`src/rtl/mem_arbiter.sv`:
```
// Three-way memory arbiter: store, load and instruction fetch share one memory port.
// Only one transaction is in flight at a time. A fetch that keeps losing is eventually forced through.
module mem_arbiter #(
    parameter int DATA_WIDTH   = 32,
    parameter int STARVE_LIMIT = 8
) (
    input  logic                  clock,
    input  logic                  reset_n,
    input  logic [DATA_WIDTH-1:0] ia,
    input  logic                  ia_enable,
    output logic [DATA_WIDTH-1:0] iv,
    output logic                  iv_valid,
    input  logic [DATA_WIDTH-1:0] da_in,
    input  logic                  da_in_enable,
    output logic [DATA_WIDTH-1:0] dv_in,
    output logic                  dv_in_valid,
    input  logic [DATA_WIDTH-1:0] da_out,
    input  logic                  da_out_enable,
    input  logic [DATA_WIDTH-1:0] dv_out,
    output logic                  dv_out_valid,
    output logic [DATA_WIDTH-1:0] mem_address,
    output logic                  mem_read,
    output logic                  mem_write,
    output logic [DATA_WIDTH-1:0] mem_writedata,
    input  logic                  mem_waitrequest,
    input  logic [DATA_WIDTH-1:0] mem_readdata,
    input  logic                  mem_readdatavalid
);

    typedef enum logic [1:0] {IDLE, ISSUE, WAIT_READ} state_t;
    typedef enum logic [1:0] {OWN_FETCH, OWN_LOAD, OWN_STORE} owner_t;

    localparam logic [7:0] STARVE_MAX = 8'(STARVE_LIMIT);

    state_t     state, state_next;
    owner_t     owner, owner_next;
    logic [7:0] starve_count, starve_next;
    logic       fetch_req, load_req, store_req;
    logic       grant_fetch, grant, store_done, read_done;

    // A requester whose valid pulse is out this cycle is not re-granted until the next cycle.
    always_comb begin
        fetch_req   = ia_enable & ~iv_valid;
        load_req    = da_in_enable & ~dv_in_valid;
        store_req   = da_out_enable & ~dv_out_valid;
        grant_fetch = fetch_req && ((starve_count == STARVE_MAX) || (!store_req && !load_req));
    end

    always_comb begin
        state_next  = state;
        owner_next  = owner;
        starve_next = starve_count;
        grant       = 1'b0;
        store_done  = 1'b0;
        read_done   = 1'b0;
        mem_read    = 1'b0;
        mem_write   = 1'b0;
        case (state)
            IDLE: begin
                if (fetch_req || load_req || store_req) begin
                    grant      = 1'b1;
                    state_next = ISSUE;
                    if (grant_fetch)    owner_next = OWN_FETCH;
                    else if (store_req) owner_next = OWN_STORE;
                    else                owner_next = OWN_LOAD;
                end
                if (!fetch_req || grant_fetch) starve_next = 8'd0;
                else if (starve_count < STARVE_MAX) starve_next = starve_count + 8'd1;
            end
            ISSUE: begin
                mem_read  = (owner != OWN_STORE);
                mem_write = (owner == OWN_STORE);
                if (!mem_waitrequest) begin
                    if (owner == OWN_STORE) begin
                        store_done = 1'b1;
                        state_next = IDLE;
                    end else begin
                        state_next = WAIT_READ;
                    end
                end
                if (!ia_enable) starve_next = 8'd0;
            end
            WAIT_READ: begin
                if (mem_readdatavalid) begin
                    read_done  = 1'b1;
                    state_next = IDLE;
                end
                if (!ia_enable) starve_next = 8'd0;
            end
            default: state_next = IDLE;
        endcase
    end

    always_ff @(posedge clock or negedge reset_n) begin
        if (!reset_n) begin
            state        <= IDLE;
            owner        <= OWN_FETCH;
            starve_count <= 8'd0;
        end else begin
            state        <= state_next;
            owner        <= owner_next;
            starve_count <= starve_next;
        end
    end

    // Command registers, delivered data and the one-cycle completion pulses.
    always_ff @(posedge clock or negedge reset_n) begin
        if (!reset_n) begin
            mem_address   <= '0;
            mem_writedata <= '0;
            iv            <= '0;
            dv_in         <= '0;
            iv_valid      <= 1'b0;
            dv_in_valid   <= 1'b0;
            dv_out_valid  <= 1'b0;
        end else begin
            iv_valid     <= 1'b0;
            dv_in_valid  <= 1'b0;
            dv_out_valid <= 1'b0;
            if (grant) begin
                case (owner_next)
                    OWN_FETCH: mem_address <= ia;
                    OWN_LOAD:  mem_address <= da_in;
                    default: begin
                        mem_address   <= da_out;
                        mem_writedata <= dv_out;
                    end
                endcase
            end
            if (store_done) dv_out_valid <= 1'b1;
            if (read_done) begin
                if (owner == OWN_FETCH) begin
                    iv       <= mem_readdata;
                    iv_valid <= 1'b1;
                end else begin
                    dv_in       <= mem_readdata;
                    dv_in_valid <= 1'b1;
                end
            end
        end
    end

endmodule

```
`config.mk`:
```
export PLATFORM = sky130hd
export DESIGN_NAME = mem_arbiter
export DESIGN_NICKNAME = d
export VERILOG_FILES = /design/src/rtl/mem_arbiter.sv
export SDC_FILE = /design/constraint.sdc
export NUM_CORES = 1
export LEC_CHECK = 0
export ABC_AREA = 1
export CORE_UTILIZATION = 42
export CTS_CLUSTER_DIAMETER = 30
export DETAILED_ROUTE_END_ITERATION = 8
export GPL_ROUTABILITY_DRIVEN = 0
export GPL_TIMING_DRIVEN = 0
export HOLD_SLACK_MARGIN = 0.1
export PLACE_DENSITY = 0.81
export SLEW_MARGIN = 20
export SYNTH_ARGS = -nofsm -noshare
export SYNTH_HDL_FRONTEND = slang
export SYNTH_SLANG_ARGS = --single-unit
```
`constraint.sdc`:
```
create_clock -name clock -period 2.3 [get_ports clock]
set_clock_uncertainty 0.05 [all_clocks]
set_input_delay 0.46 -clock clock [delete_from_list [all_inputs] [get_ports clock]]
set_output_delay 0.46 -clock clock [all_outputs]
set_load 0.02 [all_outputs]
```
* Word level (Yosys, flattened, before mapping)
Index checks and enable logic that the tools add are counted.
** Storage, ports and cells
- Logic and storage cells :: 79
- Register bits :: 143
- Output and inout bits :: 133
** Operators by class
- Reduce and logical (&&, ||, !) cells :: 20
- Add/sub/neg operators :: 1
- Order comparisons :: 1
- Mux-type cells :: 28
- Bitwise operators :: 8
- Equal/unequal tests :: 11
** Operators by type and width (number)
- case mux 32 bit (2 select lines) :: 1
- two-way mux 8 bit :: 3
- two-way mux 2 bit :: 8
- case mux 8 bit (2 select lines) :: 1
- two-way mux 1 bit :: 14
- inequality test 2 bit (second input constant) :: 5
- adder 8 x 1 -> 8 bit (second input constant) :: 1
- equality test 8 x 4 -> 1 bit (second input constant) :: 1
- < comparator 8 x 4 -> 1 bit (second input constant) :: 1
- zero test 2 bit :: 3
- case mux 2 bit (3 select lines) :: 1
- AND reduction 2 bit :: 3
- AND reduction 3 bit :: 2
- NOT 1 bit :: 5
- equality test 2 x 1 -> 1 bit (second input constant) :: 2
- equality test 2 bit (second input constant) :: 2
- logical OR 1 bit :: 4
- OR reduction 2 bit :: 2
- bitwise AND 1 bit :: 3
- zero test 1 bit :: 3
- inequality test 3 bit (second input constant) :: 1
- logical AND 1 bit :: 2
- nonzero test 2 bit :: 1

* Logic depth before layout (Yosys ltp)
- Depth in word-level cells :: 13
- Mapped depth :: 13
- Depth with buffers taken out :: 12

* Least setup slack after synthesis
No wires, ideal clock.
- Kind :: reg2reg
- Start :: register starve_count[0]
- End :: register mem_writedata[10]
- Setup slack :: 0.487 ns
- Library setup time :: 0.125 ns
- Stages on the path, launching flop included :: 9
- Period minus slack after synthesis :: 1.813 ns
- Arrival :: 1.639 ns
- Path through :: dfrtp_1 inv_1 ha_1 nand3_1 o21ai_1 nand2_2 nand2_1 buf_4 mux2_2
** On the way
- Word-level cells in the longest chain between the ends :: 10
- Elaborated cells on any way between the ends :: 11
- Those cells by class :: 2 x eq/ne; 3 x mux; 1 x bitwise; 5 x reduce/logical
** Ends and longest elaborated chain
- start: declaration :: RTL line 37 : logic [7:0] starve_count, starve_next;
- start signal: assignment :: RTL line 102 : starve_count <= starve_next;
- equality test 8 x 4 -> 1 bit * :: RTL line 46 : grant_fetch = fetch_req && ((starve_count == STARVE_MAX) || (!store_req && !load_req));
- logical OR 1 bit * :: RTL line 46
- logical AND 1 bit * :: RTL line 46
- two-way mux 2 bit * :: RTL line 63 : if (grant_fetch) owner_next = OWN_FETCH;
- two-way mux 2 bit * :: RTL line 60 : if (fetch_req || load_req || store_req) begin
- two-way mux 2 bit * :: RTL line 58 : case (state)
- equality test 2 x 1 -> 1 bit or zero test 2 bit (tied branches) :: RTL line 121 : case (owner_next)
- OR reduction 2 bit (no line) *
- NOT 1 bit (no line) *
- AND reduction 2 bit (no line) *
- end signal: assignment :: RTL line 126 : mem_writedata <= dv_out;
- end: declaration :: RTL line 24 : output logic [DATA_WIDTH-1:0] mem_writedata,
Every way passes the cells marked *; elsewhere a longest branch is shown, timed or not.
A chain may end at the register's enable or synchronous reset.

* Worst setup path in the final report
- Start :: register state[1]
- End :: output port mem_read
** On the way
- Word-level cells in the longest chain between the ends :: 2
** Ends and longest elaborated chain
- start: declaration :: RTL line 35 : state_t state, state_next;
- start signal: assignment :: RTL line 100 : state <= state_next;
- equality test 2 x 1 -> 1 bit :: RTL line 58
- two-way mux 1 bit :: RTL line 58
- end: declaration :: RTL line 22 : output logic mem_read,
No other way between the ends.

==> implementation parameters <==
Parameter                              Value

GRT
  Initial antenna violation count    1
  Overall Global Routing Usage    25.3%
  Pin count of the biggest net entering global routing    84
  Global-route wire length before repair    32200 um
  Via count of the first global-routing pass    6421
  Overflow left after global routing    0

Power
  Total power    0.0150 W
  Pwr/cell area    1420 nW/um2
  Max rail drop VDD    0.000896 V
  Leakage power of the design    5.01 nW

Setup path
  Cell with the largest stage delay on the worst path    dfrtp_1
  Crit path DAT    1650 ps
  Cell occurring most often along the worst timing path    inv_1
  Type of element capturing the critical path    output pin
  Largest stage delay, worst path    410 ps
  Required time of the critical path    1790 ps
  Startpoint Class    flop
  Maximum net fanout on the critical path    4
  Cell family with most CP delay    buffers and inverters
  CP bufs+invs    3
  Worst setup path startpoint    state[1]$_DFFE_PN0P_
  Series of cell instances along the critical path    inv_1 -> ha_1 -> nand2_1 -> inv_1 -> dlygate4sd2_1
  Reg-to-reg critical path startpoint    starve_count[0]$_DFFE_PN0P_
  Category of the critical setup timing path    reg2out

Route
  Initial detailed-routing violation count    296
  Post-detailed-route DRC marker count    0
  DR vias    6406
  Number of nets with antenna violations after routing    0
  Mean number of vias per cell    4.85
  1st-pass router iterations    5
  Routed wire length    20500 um
  Post-detailed-route wirelength per cell    15.5 um

Clock network
  CTS buffer count    17
  Clock transition at path regs    60 ps
  Clock sink count    143
  Clock tree root buffer cell    clkbuf_16
  TritonCTS clock tree    built
  Clock latency reported for the late side of the worst-skew pair    420 ps
  Maximum count of clock buffers along a single path    2
  Count of H-tree levels built during CTS    4

Synth
  Top post-synthesis cells by area    dfrtp_1 (53%), nand3_1 (10%), nand2_1 (8.5%), inv_1 (6.6%), o21ai_0 (5.7%)
  Top cell type by total area after synthesis    dfrtp_1
  Asr flop ratio synth    100%
  Count of warnings emitted by yosys    0
  Dominant register cell in the synthesized netlist    dfrtp_1
  Area share of the leading cell type in the synthesized netlist    53.2%
  Number of flops mapped to enable cells by yosys    0
  Number of synthesized register bits    143
  Most common cell in the synthesized netlist    nand2_1
  Synthesized Nets    951
  Netlist area before placement    6720 um2
  Number of instances in the synthesized netlist    777
  Top post-synthesis cells by count    nand2_1 (152), dfrtp_1 (143), nand3_1 (134), inv_1 (119), o21ai_0 (76)
  Count of distinct cell types in the synthesized netlist    28
  Avg Cell Area, Syn    8.65 um2
  Post-synthesis sequential area ratio    53.2%

Finish
  Total Nets Final    1272
  Number of cells in the finished layout apart from fillers    1321
  Area Growth Syn to Fin    57.3%
  Core Util, Final    68.6%
  Final-layout fill cell count    1255
  Fraction of layout instances using a drive strength above 1    11.5%

Min path
  Worst hold path type    reg2reg
  Critical hold path startpoint    iv[19]$_DFFE_PN0P_

Floorplanning
  I/O pin count    300
  Placeable Area    15400 um2
  Row count    45
  Chip width    129 um
  Initial core utilization    43.6%
  Die Area    16500 um2
  Vertical extent of the die    129 um

Timing
  Clock period minus final worst setup slack    2160 ps
  Least-Margin Pin Slew    502 ps
  Slew margin rel.    66.5%
  Least setup slack across all paths after layout    135 ps
  # setup viols final    0
  Highest achievable clock rate    0.462 GHz
  Hold Violations, Final    0
  RSZ-0062 raised after global routing    no
  Smallest hold slack    432 ps
  Number of max-slew violations in the final report    0
  Final worst path period share    94.1%

Run
  Max-capacitance violation count    0

Run status
  Run status    finished clean

Place
  Buffers added on ports    299
  Estimated wirelength of the detail-placed design    15200 um
  Post-Place Cells    1288
  Placement Setup Slack    -258 ps
## final timing paths
kind | end | slack, ps | cells after the start
worst max-delay path | mem_read | 140 | 5
worst min-delay path | iv[19]$_DFFE_PN0P_ | 430 | 2
worst max register to register | mem_writedata[18]$_DFFE_PN0P_ | 150 | 8
worst min register to register | iv[19]$_DFFE_PN0P_ | 430 | 2
max in group asynchronous | mem_writedata[30]$_DFFE_PN0P_ | 900 | 3
min in group asynchronous | mem_address[28]$_DFFE_PN0P_ | 520 | 2
## worst register-to-register path, delay by kind of cell, from the launching register on
kind,cells,cell delay [ps]
fa+ha+maj,1,160
simple gates,3,510
flops,1,410
mux,1,370
buf+inv,2,360
compound gates,1,180
## stage by stage
| stage | instance area (um2) | setup TNS [ps] |
|---|---|---|
| after floorplan | 6720 | 0 |
| after global placement | 9980 | -727440 |
| after detailed placement | 10000 | -11770 |
| after CTS | 10500 | 0 |
| after global routing | 10600 | 0 |
| final | 10600 | 0 |
## flip-flops by register name (all words and copies together), names as in the netlist
name           count
mem_writedata     32
dv_in_valid        1
dv_out_valid       1
owner              2
dv_in             32
mem_address       32
iv_valid           1
state              2
iv                32
starve_count       8
## final cells by class
cell class	count	area [um2]	share of cell area, %
Inverter	123	462	4.36
Timing Repair Buffer	302	3040	28.7
Clock inverter	11	85.1	0.804
Multi-Input combinational cell	469	2480	23.4
Tap cell	211	264	2.50
Sequential cell	143	3580	33.8
Antenna cell	1	2.50	0.0237
Buffer	42	229	2.16
Clock buffer	19	443	4.19
## timing repair
| action | CTS | global route |
|---|---|---|
| endpoints found under the hold margin | 60 | 0 |
| setup endpoints to repair | 2 | 62 |
| hold buffers | 1 | 0 |
| setup buffers | 0 | 1 |
| resized for setup | 2 | 17 |
| pin swaps | 0 | 1 |
## cells in the final DEF (no fill, tap or decap), drive strengths merged
cell type,count
nor2,13
a22oi,1
nor3,8
clkinvlp,3
dlygate4sd2,1
buf,17
inv,127
diode,1
nand3,134
a21o,1
dfrtp,143
o21ai,77
nor4,1
a21oi,3
a21boi,1
nand3b,1
dlygate4sd3,1
xor2,3
or2,33
mux2,32
clkdlybuf4s50,296
clkbuf,48
ha,7
clkinv,4
nand2,154
## cell families (layout without fill, tap and decap cells)
family          count (synthesis)  count (layout)  share of synthesized area (%)
compound gates                 83              83                           6.35
xor+xnor                        3               3                          0.391
fa+ha+maj                       7               7                           1.30
buf+inv                       165             497                           10.1
flops                         143             143                           53.2
mux                            32              32                           5.36
other cells                     0               1                              0
simple gates                  344             344                           23.3
## metal layers
metal  track usage, %  up-vias  part of all wire (%)
met5                0        -                     0
met4             10.6        0                   2.6
met3             9.60       39                    10
met2             43.7      251                    49
met1             28.0     3015                    38
li1                 -     3101                     -
## power by group
part / internal, W / leakage [nW] / switching (W)
logic: 0.00376 / 3.01 / 0.00443
clock network: 0.00141 / 0.253 / 0.00109
registers: 0.00371 / 1.75 / 0.000646
Note: power is estimated with default switching activity, not from simulation.
